## config.mk

```make
export PLATFORM = sky130hd
export DESIGN_NAME = fetch_queue_flat
export DESIGN_NICKNAME = d
export VERILOG_FILES = /design/src/rtl/cpu_pkg.sv /design/src/rtl/fetch_queue_if.sv /design/src/rtl/fetch_queue_fifo.sv /design/src/rtl/fetch_queue.sv /design/src/flat_wrapper.sv
export SDC_FILE = /design/constraint.sdc
export NUM_CORES = 1
export LEC_CHECK = 0
export CORE_UTILIZATION = 40
export CTS_CLUSTER_DIAMETER = 80
export CTS_CLUSTER_SIZE = 14
export DETAILED_ROUTE_END_ITERATION = 16
export SYNTH_ARGS = -nofsm -noshare
export SYNTH_HDL_FRONTEND = slang
export SYNTH_SLANG_ARGS = --single-unit
```

## constraint.sdc

```tcl
create_clock -name clk -period 3.7 [get_ports clk]
set_input_delay 0.37 -clock clk [delete_from_list [all_inputs] [get_ports clk]]
set_output_delay 0.37 -clock clk [all_outputs]
set_load 0.01 [all_outputs]
```

## src/rtl/cpu_pkg.sv

```systemverilog
// Shared CPU constants and the fetch queue entry type.
package cpu_pkg;
  localparam int          WORD_W           = 32;
  localparam logic [31:0] DEFAULT_RESET_PC = 32'h0000_0000;
  localparam logic [31:0] PC_STEP          = 32'd4;
  localparam logic [31:0] NOP_INSTR        = 32'h0000_0000;

  typedef struct packed {
    logic [WORD_W-1:0] instr;
    logic [WORD_W-1:0] pc4;
  } fq_entry_t;

  // Sequential PC; wraps modulo 2^32 by construction.
  function automatic logic [WORD_W-1:0] next_pc(input logic [WORD_W-1:0] pc);
    return pc + PC_STEP;
  endfunction
endpackage

```

## src/rtl/fetch_queue_if.sv

```systemverilog
// Fetch queue bus: instruction-memory request side and decode-facing side.
interface fetch_queue_if;
  import cpu_pkg::*;

  // im_req/im_ack: a word transfers in a cycle where both are high; ack alone is ignored.
  // valid/ready: the head entry transfers in a cycle where both are high; valid never waits on ready.
  logic              im_req;
  logic [WORD_W-1:0] im_addr;
  logic              im_ack;
  logic [WORD_W-1:0] im_data;
  logic              valid;
  logic              ready;
  logic [WORD_W-1:0] instr;
  logic [WORD_W-1:0] pc4;

  modport master (
    output im_req, im_addr, valid, instr, pc4,
    input  im_ack, im_data, ready
  );

  modport slave (
    input  im_req, im_addr, valid, instr, pc4,
    output im_ack, im_data, ready
  );
endinterface

```

## src/rtl/fetch_queue_fifo.sv

```systemverilog
// fetch_fifo: circular buffer of {instr, pc4} entries with flush; DEPTH is a power of two.
module fetch_fifo
  import cpu_pkg::*;
#(
  parameter int DEPTH = 4
) (
  input  logic                   clk,
  input  logic                   clr,
  input  logic                   push,
  input  logic                   pop,
  input  logic                   flush,
  input  fq_entry_t              wdata,
  output fq_entry_t              rdata,
  output logic [$clog2(DEPTH):0] count,
  output logic                   full,
  output logic                   empty
);
  localparam int AW = $clog2(DEPTH);
  localparam int CW = AW + 1;

  fq_entry_t         entries_q [DEPTH];
  logic [AW-1:0]     wp_q, wp_d;
  logic [AW-1:0]     rp_q, rp_d;
  logic [CW-1:0]     count_q, count_d;
  logic              push_ok, pop_ok;

  assign full    = (count_q == CW'(DEPTH));
  assign empty   = (count_q == '0);
  assign push_ok = push && !full && !flush;
  assign pop_ok  = pop && !empty && !flush;
  assign rdata   = entries_q[rp_q];
  assign count   = count_q;

  always_comb begin
    wp_d    = wp_q;
    rp_d    = rp_q;
    count_d = count_q;
    if (flush) begin
      wp_d    = '0;
      rp_d    = '0;
      count_d = '0;
    end else begin
      if (push_ok) wp_d = wp_q + AW'(1);
      if (pop_ok)  rp_d = rp_q + AW'(1);
      case ({push_ok, pop_ok})
        2'b10:   count_d = count_q + CW'(1);
        2'b01:   count_d = count_q - CW'(1);
        default: count_d = count_q;
      endcase
    end
  end

  always_ff @(posedge clk) begin
    if (clr) begin
      wp_q    <= '0;
      rp_q    <= '0;
      count_q <= '0;
    end else begin
      wp_q    <= wp_d;
      rp_q    <= rp_d;
      count_q <= count_d;
    end
  end

  // Storage needs no reset: nothing is read from a slot before it is written.
  always_ff @(posedge clk) begin
    if (push_ok && !clr) entries_q[wp_q] <= wdata;
  end
endmodule

```

## src/rtl/fetch_queue.sv

```systemverilog
// Fetch unit: owns the fetch PC, requests words from instruction memory and queues them for decode.
// Optional FETCH_QUEUE_BYPASS_EN: an acked word reaches decode in the same cycle when the queue is empty.
module fetch_queue
  import cpu_pkg::*;
#(
  parameter int          DEPTH    = 4,
  parameter logic [31:0] RESET_PC = DEFAULT_RESET_PC
) (
  input  logic                   clk,
  input  logic                   clr,
  input  logic                   redirect,
  input  logic [WORD_W-1:0]      redirect_pc,
  fetch_queue_if.master          bus,
  output logic [$clog2(DEPTH):0] count
);
  logic [WORD_W-1:0] fpc_q, fpc_d;
  logic              fifo_full, fifo_empty;
  logic              push_ack, bypass, fifo_push, fifo_pop, pop_fire;
  fq_entry_t         wdata, rdata;

  // The request never looks at ready, so decode stays off the memory path.
  assign bus.im_req  = !clr && !redirect && !fifo_full;
  assign bus.im_addr = fpc_q;
  assign push_ack    = bus.im_req && bus.im_ack;

`ifdef FETCH_QUEUE_BYPASS_EN
  assign bypass = push_ack && fifo_empty;
`else
  assign bypass = 1'b0;
`endif

  assign bus.valid = !fifo_empty || bypass;
  assign pop_fire  = bus.valid && bus.ready;
  assign fifo_pop  = pop_fire && !fifo_empty;
  // A bypassed word that decode takes immediately is never stored.
  assign fifo_push = push_ack && !(bypass && bus.ready);
  assign wdata     = '{instr: bus.im_data, pc4: next_pc(fpc_q)};

  always_comb begin
    bus.instr = NOP_INSTR;
    bus.pc4   = '0;
    if (!fifo_empty) begin
      bus.instr = rdata.instr;
      bus.pc4   = rdata.pc4;
    end else if (bypass) begin
      bus.instr = bus.im_data;
      bus.pc4   = next_pc(fpc_q);
    end
  end

  always_comb begin
    fpc_d = fpc_q;
    if (redirect)      fpc_d = redirect_pc;
    else if (push_ack) fpc_d = next_pc(fpc_q);
  end

  always_ff @(posedge clk) begin
    if (clr) fpc_q <= RESET_PC;
    else     fpc_q <= fpc_d;
  end

  fetch_fifo #(.DEPTH(DEPTH)) u_fifo (
    .clk   (clk),
    .clr   (clr),
    .push  (fifo_push),
    .pop   (fifo_pop),
    .flush (redirect),
    .wdata (wdata),
    .rdata (rdata),
    .count (count),
    .full  (fifo_full),
    .empty (fifo_empty)
  );
endmodule

```

## src/flat_wrapper.sv

```systemverilog
// flat-port wrapper written by rule: the top's interface ports become plain ports
module fetch_queue_flat import cpu_pkg::*;
#(
  parameter int          DEPTH    = 4,
  parameter logic [31:0] RESET_PC = DEFAULT_RESET_PC
)
  (clk, clr, redirect, redirect_pc, count, bus_im_req, bus_im_addr, bus_valid, bus_instr, bus_pc4, bus_im_ack, bus_im_data, bus_ready);
  fetch_queue_if bus_i ();
  input  logic clk;
  input  logic clr;
  input  logic redirect;
  input  logic [WORD_W-1:0] redirect_pc;
  output logic [$clog2(DEPTH):0] count;
  output wire logic [$bits(bus_i.im_req)-1:0] bus_im_req;
  output wire logic [$bits(bus_i.im_addr)-1:0] bus_im_addr;
  output wire logic [$bits(bus_i.valid)-1:0] bus_valid;
  output wire logic [$bits(bus_i.instr)-1:0] bus_instr;
  output wire logic [$bits(bus_i.pc4)-1:0] bus_pc4;
  input wire logic [$bits(bus_i.im_ack)-1:0] bus_im_ack;
  input wire logic [$bits(bus_i.im_data)-1:0] bus_im_data;
  input wire logic [$bits(bus_i.ready)-1:0] bus_ready;
  assign bus_im_req = bus_i.im_req;
  assign bus_im_addr = bus_i.im_addr;
  assign bus_valid = bus_i.valid;
  assign bus_instr = bus_i.instr;
  assign bus_pc4 = bus_i.pc4;
  assign bus_i.im_ack = bus_im_ack;
  assign bus_i.im_data = bus_im_data;
  assign bus_i.ready = bus_ready;
  fetch_queue #(.DEPTH(DEPTH), .RESET_PC(RESET_PC)) u_core (.clk(clk), .clr(clr), .redirect(redirect), .redirect_pc(redirect_pc), .bus(bus_i), .count(count));
endmodule
```

==> flow_summary.rst, run 1 <==
.. list-table::
   :header-rows: 1

   * - Metric
     - Value
   * - Combinational cell fraction of total power
     - 5.6%
   * - Required time at the worst-slack endpoint
     - 3.33 ns
   * - Post-Syn Nets
     - 812
   * - Total I/O pin count
     - 170
   * - Nature of the critical path endpoint
     - output port
   * - Count of inserted antenna diode cells
     - 0
   * - Final RePlAce weighted congestion
     - 0.809
   * - Switching Fraction
     - 20.7%
   * - Post-synthesis sequential element count
     - 297
   * - Actual slew at the worst max-slew pin
     - 0.713 ns
   * - CTS Root Buffer Type
     - sky130_fd_sc_hd__clkbuf_16
   * - Ys async rst share
     - 0%
   * - Number of hold-repair buffers added at the cts stage
     - 0
   * - Resized Gates After CTS
     - 0
   * - Mean instance size in the synthesized netlist
     - 16.7 µm²
   * - Pre-Repair DR Iteration Count
     - 5
   * - Core Rows
     - 63
   * - Shortest clock period the worst path allows after layout
     - 3.14 ns
   * - Worst path max stage delay
     - 0.72 ns
   * - Final sum of negative setup slack
     - 0 ns
   * - Max layer used
     - met4
   * - Remaining global-route overflow
     - 0
   * - Antenna-violating nets left
     - 0
   * - Fraction of the cycle the final worst path needs
     - 84.9%
   * - Cell Int Power
     - 0.00517 W
   * - Most used flip-flop cell after synthesis
     - sky130_fd_sc_hd__edfxtp_1
   * - Largest net degree at the start of global routing
     - 39
   * - Count of distinct cell types in the synthesized netlist
     - 51
   * - Wire length after detailed routing
     - 26,500 µm
   * - Count of vias placed by the detailed router
     - 6,948
   * - Number of warnings printed during yosys synthesis
     - 0
   * - Gate count of the mapped netlist
     - 736
   * - Worst min path class
     - in -> reg
   * - Endpoint arrival time on the critical path
     - 2.77 ns
   * - Fraction of power consumed by the clock network
     - 37.2%
   * - Critical path type
     - reg -> out
   * - Highest attainable clock frequency
     - 0.318 GHz
   * - Slack of the critical path
     - 0.558 ns
   * - Antenna violations before repair
     - 1
   * - Final Setup Violations
     - 0
   * - Routed WL per cell
     - 20.1 µm
   * - First-pass GRT wire length
     - 40,800 µm
   * - TritonCTS clock tree
     - yes
   * - Fraction of final layout cells sized beyond drive strength 1
     - 14.3%
   * - Routed met1 length
     - 11,900 µm
   * - Master of the slowest instance on the critical path
     - sky130_fd_sc_hd__dfxtp_4
   * - Chip Height
     - 177 µm
   * - Clock Latency Late Sink
     - 0.53 ns
   * - Post-synthesis instance area
     - 0.0123 mm²
   * - Most used cells in the layout excluding fill and tap cells
     - 256 x sky130_fd_sc_hd__edfxtp_1, 169 x sky130_fd_sc_hd__clkdlybuf4s50_1, 65 x sky130_fd_sc_hd__and2_1, 64 x sky130_fd_sc_hd__mux4_2, 39 x sky130_fd_sc_hd__dfxtp_1
   * - All-Layer GR Usage
     - 17.2%
   * - Sequence of cells on the critical path
     - buf_12 > mux4_2 > and2_1 > clkdlybuf4s50_1
   * - Relative contribution of sequential cells to total power
     - 57.2%
   * - Fraction of the core area covered by cells at the end of the flow
     - 50.9%
   * - Max_cap viols
     - 0
   * - Critical path's top delay family
     - buffers and inverters
   * - Worst slew slack as a fraction of its limit
     - 52.4%
   * - Deepest clock path buffer count
     - 3
   * - Final count of pins violating max slew
     - 0
   * - HPWL Detailed
     - 17,300 µm
   * - Max rail drop VDD
     - 0.289 mV
   * - Routed wl met2
     - 12,400 µm
   * - Layout-stage area growth over the synthesis result
     - 23.9%
   * - Leakage component of the power
     - 4.88 nW
   * - Max Fanout on Critical Path
     - 26
   * - Setup repair after global routing missed its margin
     - false
   * - Vias in the first global route
     - 7,038
   * - Post CTS Setup Buffer Count
     - 0
   * - Clock transition time at the flip-flop clock pins of the worst setup and hold paths
     - 0.07 ns
   * - Fin Clk Skew
     - 0.0232 ns
   * - Routed vias/inst
     - 5.27
   * - DRC violation count after routing
     - 0
   * - Num CTS Buffers
     - 25
   * - Nature of the critical path startpoint
     - flip-flop
   * - Die outline width
     - 177 µm
   * - Number of enable-type register cells in the synthesized netlist
     - 256
   * - Worst slack after detailed placement
     - 1.03 ns
   * - Most frequent standard cell in the layout excluding fill and tap cells
     - sky130_fd_sc_hd__edfxtp_1
   * - Fin. Hold Viols
     - 0
   * - Std-Cell Core Area
     - 0.0300 mm²
   * - Initial Utilization
     - 41.1%
   * - Buffers & Inverters on Critical Path
     - 2
   * - Final layout net count
     - 985
   * - Power density over cell area
     - 428 mW/mm²
   * - Number of DRC markers in iteration 0
     - 521
   * - Length of routed met3 wiring
     - 1710 µm
   * - Number of sinks driven by the clock tree
     - 297
   * - Share of synthesized area occupied by flip-flops and latches
     - 69.1%
   * - Outcome
     - complete, no violations
   * - Switching pwr
     - 0.00135 W
   * - Die ar.
     - 0.0315 mm²
   * - Number of buffers inserted by port buffering
     - 169
   * - Number of H-tree branching levels
     - 1
==> tightest hold or removal path, delay by kind of cell <==
kind / cells / cell delay (ns)
buffers and inverters: 1 / 0.39
and+or+nand+nor: 1 / 0.06
AOI/OAI and AO/OA: 1 / 0.05
==> sequential cells by signal, indices dropped and copies added, names as in the netlist, named ones only <==
signal and count:
u_core.bus.im_addr 32, u_core.u_fifo.entries_q 256, u_core.u_fifo.rp_q 2, u_core.u_fifo.count 3, u_core.u_fifo.wp_q 2
==> per-stage QoR <==
stage               std cells  total power, W  hold WS [ns]  instance area, µm²
floorplan                 736         0.00395         0.469               12300
global placement         1272         0.00417         0.497               14500
detailed placement       1272         0.00417         0.499               14500
CTS                      1318         0.00660         0.368               15200
global route             1318         0.00676         0.397               15200
finish                   1318         0.00653         0.388               15200
==> layer usage <==
metal	global-route usage [%]	vias to the layer above
li1	-	3208
met1	24.1	3484
met2	27.4	224
met3	3.56	32
met4	4.10	0
met5	0	-
==> area by class of cell <==
cell class / count / area, µm²
fill: 2566 / 14700
timing repair buffer: 191 / 1920
multi-input combinational: 380 / 3540
tap: 390 / 488
clock buffer: 44 / 707
sequential: 297 / 8520
clock inverter: 2 / 20.0
inverter: 14 / 52.6
==> path summary, 6_finish.rpt <==
| kind | from | endpoint | slack [ns] | cells after the start |
|---|---|---|---|---|
| worst max register to register | u_core.u_fifo.count[0] | u_core.u_fifo.count[2] | 1.05 | 8 |
| worst max-delay path | flip-flop | bus_pc4[17] | 0.56 | 4 |
| worst min-delay path | redirect_pc[19] | u_core.bus.im_addr[19] | 0.39 | 3 |
| worst min register to register | u_core.u_fifo.wp_q[1] | u_core.u_fifo.wp_q[1] | 0.51 | 2 |
==> cell families after synthesis <==
| group | synth area share, % |
|---|---|
| xor gates and xnor gates | 2.41 |
| muxes | 12.1 |
| adders and majority gates | 0.773 |
| AOI/OAI and AO/OA | 4.14 |
| buffers and inverters | 2.27 |
| and+or+nand+nor | 9.15 |
| DFF | 69.1 |
==> Yosys cell counts, drive strengths merged, types with 2 or more instances <==
| cell | number | area share [%] |
|---|---|---|
| xnor2 | 23 | 1.7 |
| xor2 | 10 | 0.71 |
| nor4 | 4 | 0.57 |
| buf | 25 | 1.2 |
| mux2 | 2 | 0.18 |
| o311ai | 2 | 0.14 |
| a41oi | 3 | 0.21 |
| nor2b | 7 | 0.36 |
| nand4 | 9 | 0.58 |
| edfxtp | 256 | 62 |
| and3 | 14 | 0.71 |
| a31oi | 13 | 0.66 |
| a32oi | 2 | 0.14 |
| a21oi | 21 | 0.85 |
| mux4 | 64 | 12 |
| or3 | 9 | 0.46 |
| nand3 | 9 | 0.47 |
| ha | 6 | 0.61 |
| dfxtp | 41 | 6.7 |
| o31a | 2 | 0.14 |
| nand4b | 3 | 0.21 |
| and4 | 3 | 0.21 |
| nand2 | 32 | 0.98 |
| o2bb2ai | 4 | 0.28 |
| o21ai | 20 | 0.81 |
| mux2i | 3 | 0.24 |
| and2 | 66 | 3.4 |
| inv | 14 | 0.43 |
| nor2 | 29 | 0.90 |
| a22oi | 9 | 0.55 |
| o211ai | 2 | 0.12 |
| clkbuf | 20 | 0.61 |
==> power by group through the flow <==
stage	Clock [W]	Combinational (W)	Sequential [W]
after floorplan	0	0.000152	0.00380
after global placement	0	0.000365	0.00381
after detailed placement	0	0.000367	0.00381
after CTS	0.00250	0.000369	0.00373
after global routing	0.00262	0.000395	0.00374
final	0.00243	0.000364	0.00373
No activity file was read; power rests on OpenSTA's default activity.
==> run 2: changes to the inputs <==
==> constraint.sdc (replaced) <==
create_clock -name clk -period 3 [get_ports clk]
set_input_delay 0.3 -clock clk [delete_from_list [all_inputs] [get_ports clk]]
set_output_delay 0.3 -clock clk [all_outputs]
set_load 0.01 [all_outputs]
==> run 2 against run 1 <==
Clock power rose by 22%; flip-flop and latch count did not move; worst setup slack got worse by 0.40 ns; global-route usage rose by 0.75 points; clock-buffer cell count fell by 1; clock skew fell by 0.015 ns; non-clock buffer count rose by 10; first-iteration DRC count rose by 17%; combinational power rose by 27%; critical path type unchanged; largest cell class unchanged; highest routed layer unchanged.
==> flow_summary.rst, run 2 (synthesized netlist as in run 1, its figures left out) <==
.. list-table::
   :header-rows: 1

   * - Metric
     - Value
   * - Design Power
     - 0.00802 W
   * - Std-Cell Core Area
     - 0.0300 mm²
   * - Final-layout fill cell count
     - 2,522
   * - Number of buffers inserted by port buffering
     - 169
   * - Final Setup Violations
     - 0
   * - Worst slack after detailed placement
     - 0.576 ns
   * - Number of H-tree branching levels
     - 1
   * - Antenna-violating nets left
     - 0
   * - Final sum of negative setup slack
     - 0 ns
   * - Number of DRC markers in iteration 0
     - 607
   * - Hold Path Depth
     - 3
   * - Num CTS Buffers
     - 25
   * - Max rail drop VDD
     - 0.452 mV
   * - Worst path max stage delay
     - 0.74 ns
   * - Count of inserted antenna diode cells
     - 0
   * - Shortest clock period the worst path allows after layout
     - 2.84 ns
   * - Nature of the critical path endpoint
     - output port
   * - Remaining global-route overflow
     - 0
   * - DRC violation count after routing
     - 0
   * - CTS Root Buffer Type
     - sky130_fd_sc_hd__clkbuf_16
   * - Max_cap viols
     - 0
   * - Fin. Hold Viols
     - 0
   * - Fin Clk Skew
     - 0.00850 ns
   * - Clock transition time at the flip-flop clock pins of the worst setup and hold paths
     - 0.07 ns
   * - Fraction of the core area covered by cells at the end of the flow
     - 51.2%
   * - Path length in cells of the critical path
     - 4
   * - First-pass GRT wire length
     - 42,600 µm
   * - Final count of pins violating max slew
     - 0
   * - Pre-Repair DR Iteration Count
     - 5
   * - Fraction of final layout cells sized beyond drive strength 1
     - 15.2%
   * - Highest attainable clock frequency
     - 0.352 GHz
   * - Chip Height
     - 177 µm
   * - Leakage component of the power
     - 4.93 nW
   * - Master of the slowest instance on the critical path
     - sky130_fd_sc_hd__dfxtp_4
   * - Sequence of cells on the critical path
     - buf_4 > mux4_2 > and2_1 > clkdlybuf4s50_1
   * - Setup repair after global routing missed its margin
     - false
   * - All-Layer GR Usage
     - 17.9%
   * - Register containing the most flip-flops in the final layout
     - u_core.u_fifo.entries_q
   * - Number of sinks driven by the clock tree
     - 297
   * - Count of vias placed by the detailed router
     - 7,023
   * - Cells on worst reg2reg path
     - 6
   * - Wire length after detailed routing
     - 27,600 µm
   * - Number of hold-repair buffers added at the cts stage
     - 0
   * - Slack of the critical path
     - 0.160 ns
   * - HPWL Detailed
     - 17,800 µm
   * - Required time at the worst-slack endpoint
     - 2.70 ns
   * - Fraction of the cycle the final worst path needs
     - 94.7%
   * - Initial Utilization
     - 41.1%
   * - Antenna violations before repair
     - 0
   * - Final RePlAce weighted congestion
     - 0.777
   * - Outcome
     - complete, no violations
   * - Critical path type
     - reg -> out
   * - Vias in the first global route
     - 7,220
   * - TritonCTS clock tree
     - yes
   * - Layout-stage area growth over the synthesis result
     - 24.6%
   * - Endpoint arrival time on the critical path
     - 2.54 ns
   * - Worst min path class
     - in -> reg
   * - Power density over cell area
     - 523 mW/mm²
   * - Actual slew at the worst max-slew pin
     - 0.721 ns
   * - Deepest clock path buffer count
     - 3
   * - Total I/O pin count
     - 170
   * - Max Fanout on Critical Path
     - 36
   * - Die outline width
     - 177 µm
   * - Most used cells in the layout excluding fill and tap cells
     - 256 x sky130_fd_sc_hd__edfxtp_1, 169 x sky130_fd_sc_hd__clkdlybuf4s50_1, 65 x sky130_fd_sc_hd__and2_1, 64 x sky130_fd_sc_hd__mux4_2, 39 x sky130_fd_sc_hd__dfxtp_1
   * - Buffers & Inverters on Critical Path
     - 2
   * - Nature of the critical path startpoint
     - flip-flop
   * - Final hold slack
     - 0.369 ns
   * - Most frequent standard cell in the layout excluding fill and tap cells
     - sky130_fd_sc_hd__edfxtp_1
   * - Die ar.
     - 0.0315 mm²
   * - Largest net degree at the start of global routing
     - 45
   * - Core Rows
     - 63
   * - Critical path's top delay family
     - buffers and inverters
   * - Clock Latency Late Sink
     - 0.51 ns
   * - Routed WL per cell
     - 20.8 µm
   * - Max FFs per register
     - 256
   * - Routed vias/inst
     - 5.29
   * - Worst slew slack as a fraction of its limit
     - 51.9%
   * - Final layout net count
     - 995
[run 2: tightest hold or removal path: cells and delay by family]
kind                   cells  cell delay (ns)
buffers and inverters      1             0.40
and+or+nand+nor            1             0.08
AOI/OAI and AO/OA          1             0.06
[run 2: per-layer routing]
metal  track usage (%)  vias to the layer above  wire length, µm  part of all wire (%)
met1              26.8                     3555            13000                    47
met2              27.5                      221            12600                    46
li1                  -                     3223                -                     -
met3              3.26                       24             1690                   6.1
met5                 0                        -                0                     0
met4              3.31                        0              301                   1.1
[run 2: path summary, 6_finish.rpt]
check	to	startpoint	slack [ns]
min reg2reg	u_core.u_fifo.wp_q[1]	u_core.u_fifo.wp_q[1]	0.50
max reg2reg	u_core.bus.im_addr[25]	u_core.u_fifo.count[2]	0.54
min	u_core.bus.im_addr[19]	redirect_pc[19]	0.37
max	bus_pc4[25]	flip-flop	0.16
[run 2: power breakdown]
part	leakage [nW]	switching [W]	internal (W)	total [W]
logic	1.93	0.000220	0.000243	0.000463
clock network	0.338	0.00139	0.00157	0.00296
registers	2.66	0.0000560	0.00454	0.00460
[run 2: what timing repair did]
action                                  CTS  global route
setup buffers                             0             0
endpoints found under the setup margin    0             2
resized for setup                         0             2
endpoints found under the hold margin     0             0
[run 2: layout make-up]
class | instances | area, µm² | area share, %
clock buffers | 43 | 693 | 4.52
inverters | 14 | 52.6 | 0.343
flip-flops and latches | 297 | 8520 | 55.5
well taps | 390 | 488 | 3.18
multi-input cells | 380 | 3540 | 23.1
repair buffers | 201 | 2030 | 13.2
clock inverters | 2 | 15.0 | 0.0979
[run 2: through the flow]
stage | instance area [µm²] | cells
CTS | 15300 | 1327
detailed placement | 14600 | 1282
floorplan | 12300 | 736
global placement | 14600 | 1282
finish | 15300 | 1327
global route | 15300 | 1327
==> run 3: changes to the inputs <==
--- a/config.mk
+++ b/config.mk
@@ -9,6 +9,7 @@
 export CTS_CLUSTER_DIAMETER = 80
 export CTS_CLUSTER_SIZE = 14
 export DETAILED_ROUTE_END_ITERATION = 16
+export SLEW_MARGIN = 20
 export SYNTH_ARGS = -nofsm -noshare
 export SYNTH_HDL_FRONTEND = slang
 export SYNTH_SLANG_ARGS = --single-unit
==> results of run 3 <==
No change in the layout: final DEF, timing and power equal those of run 2.
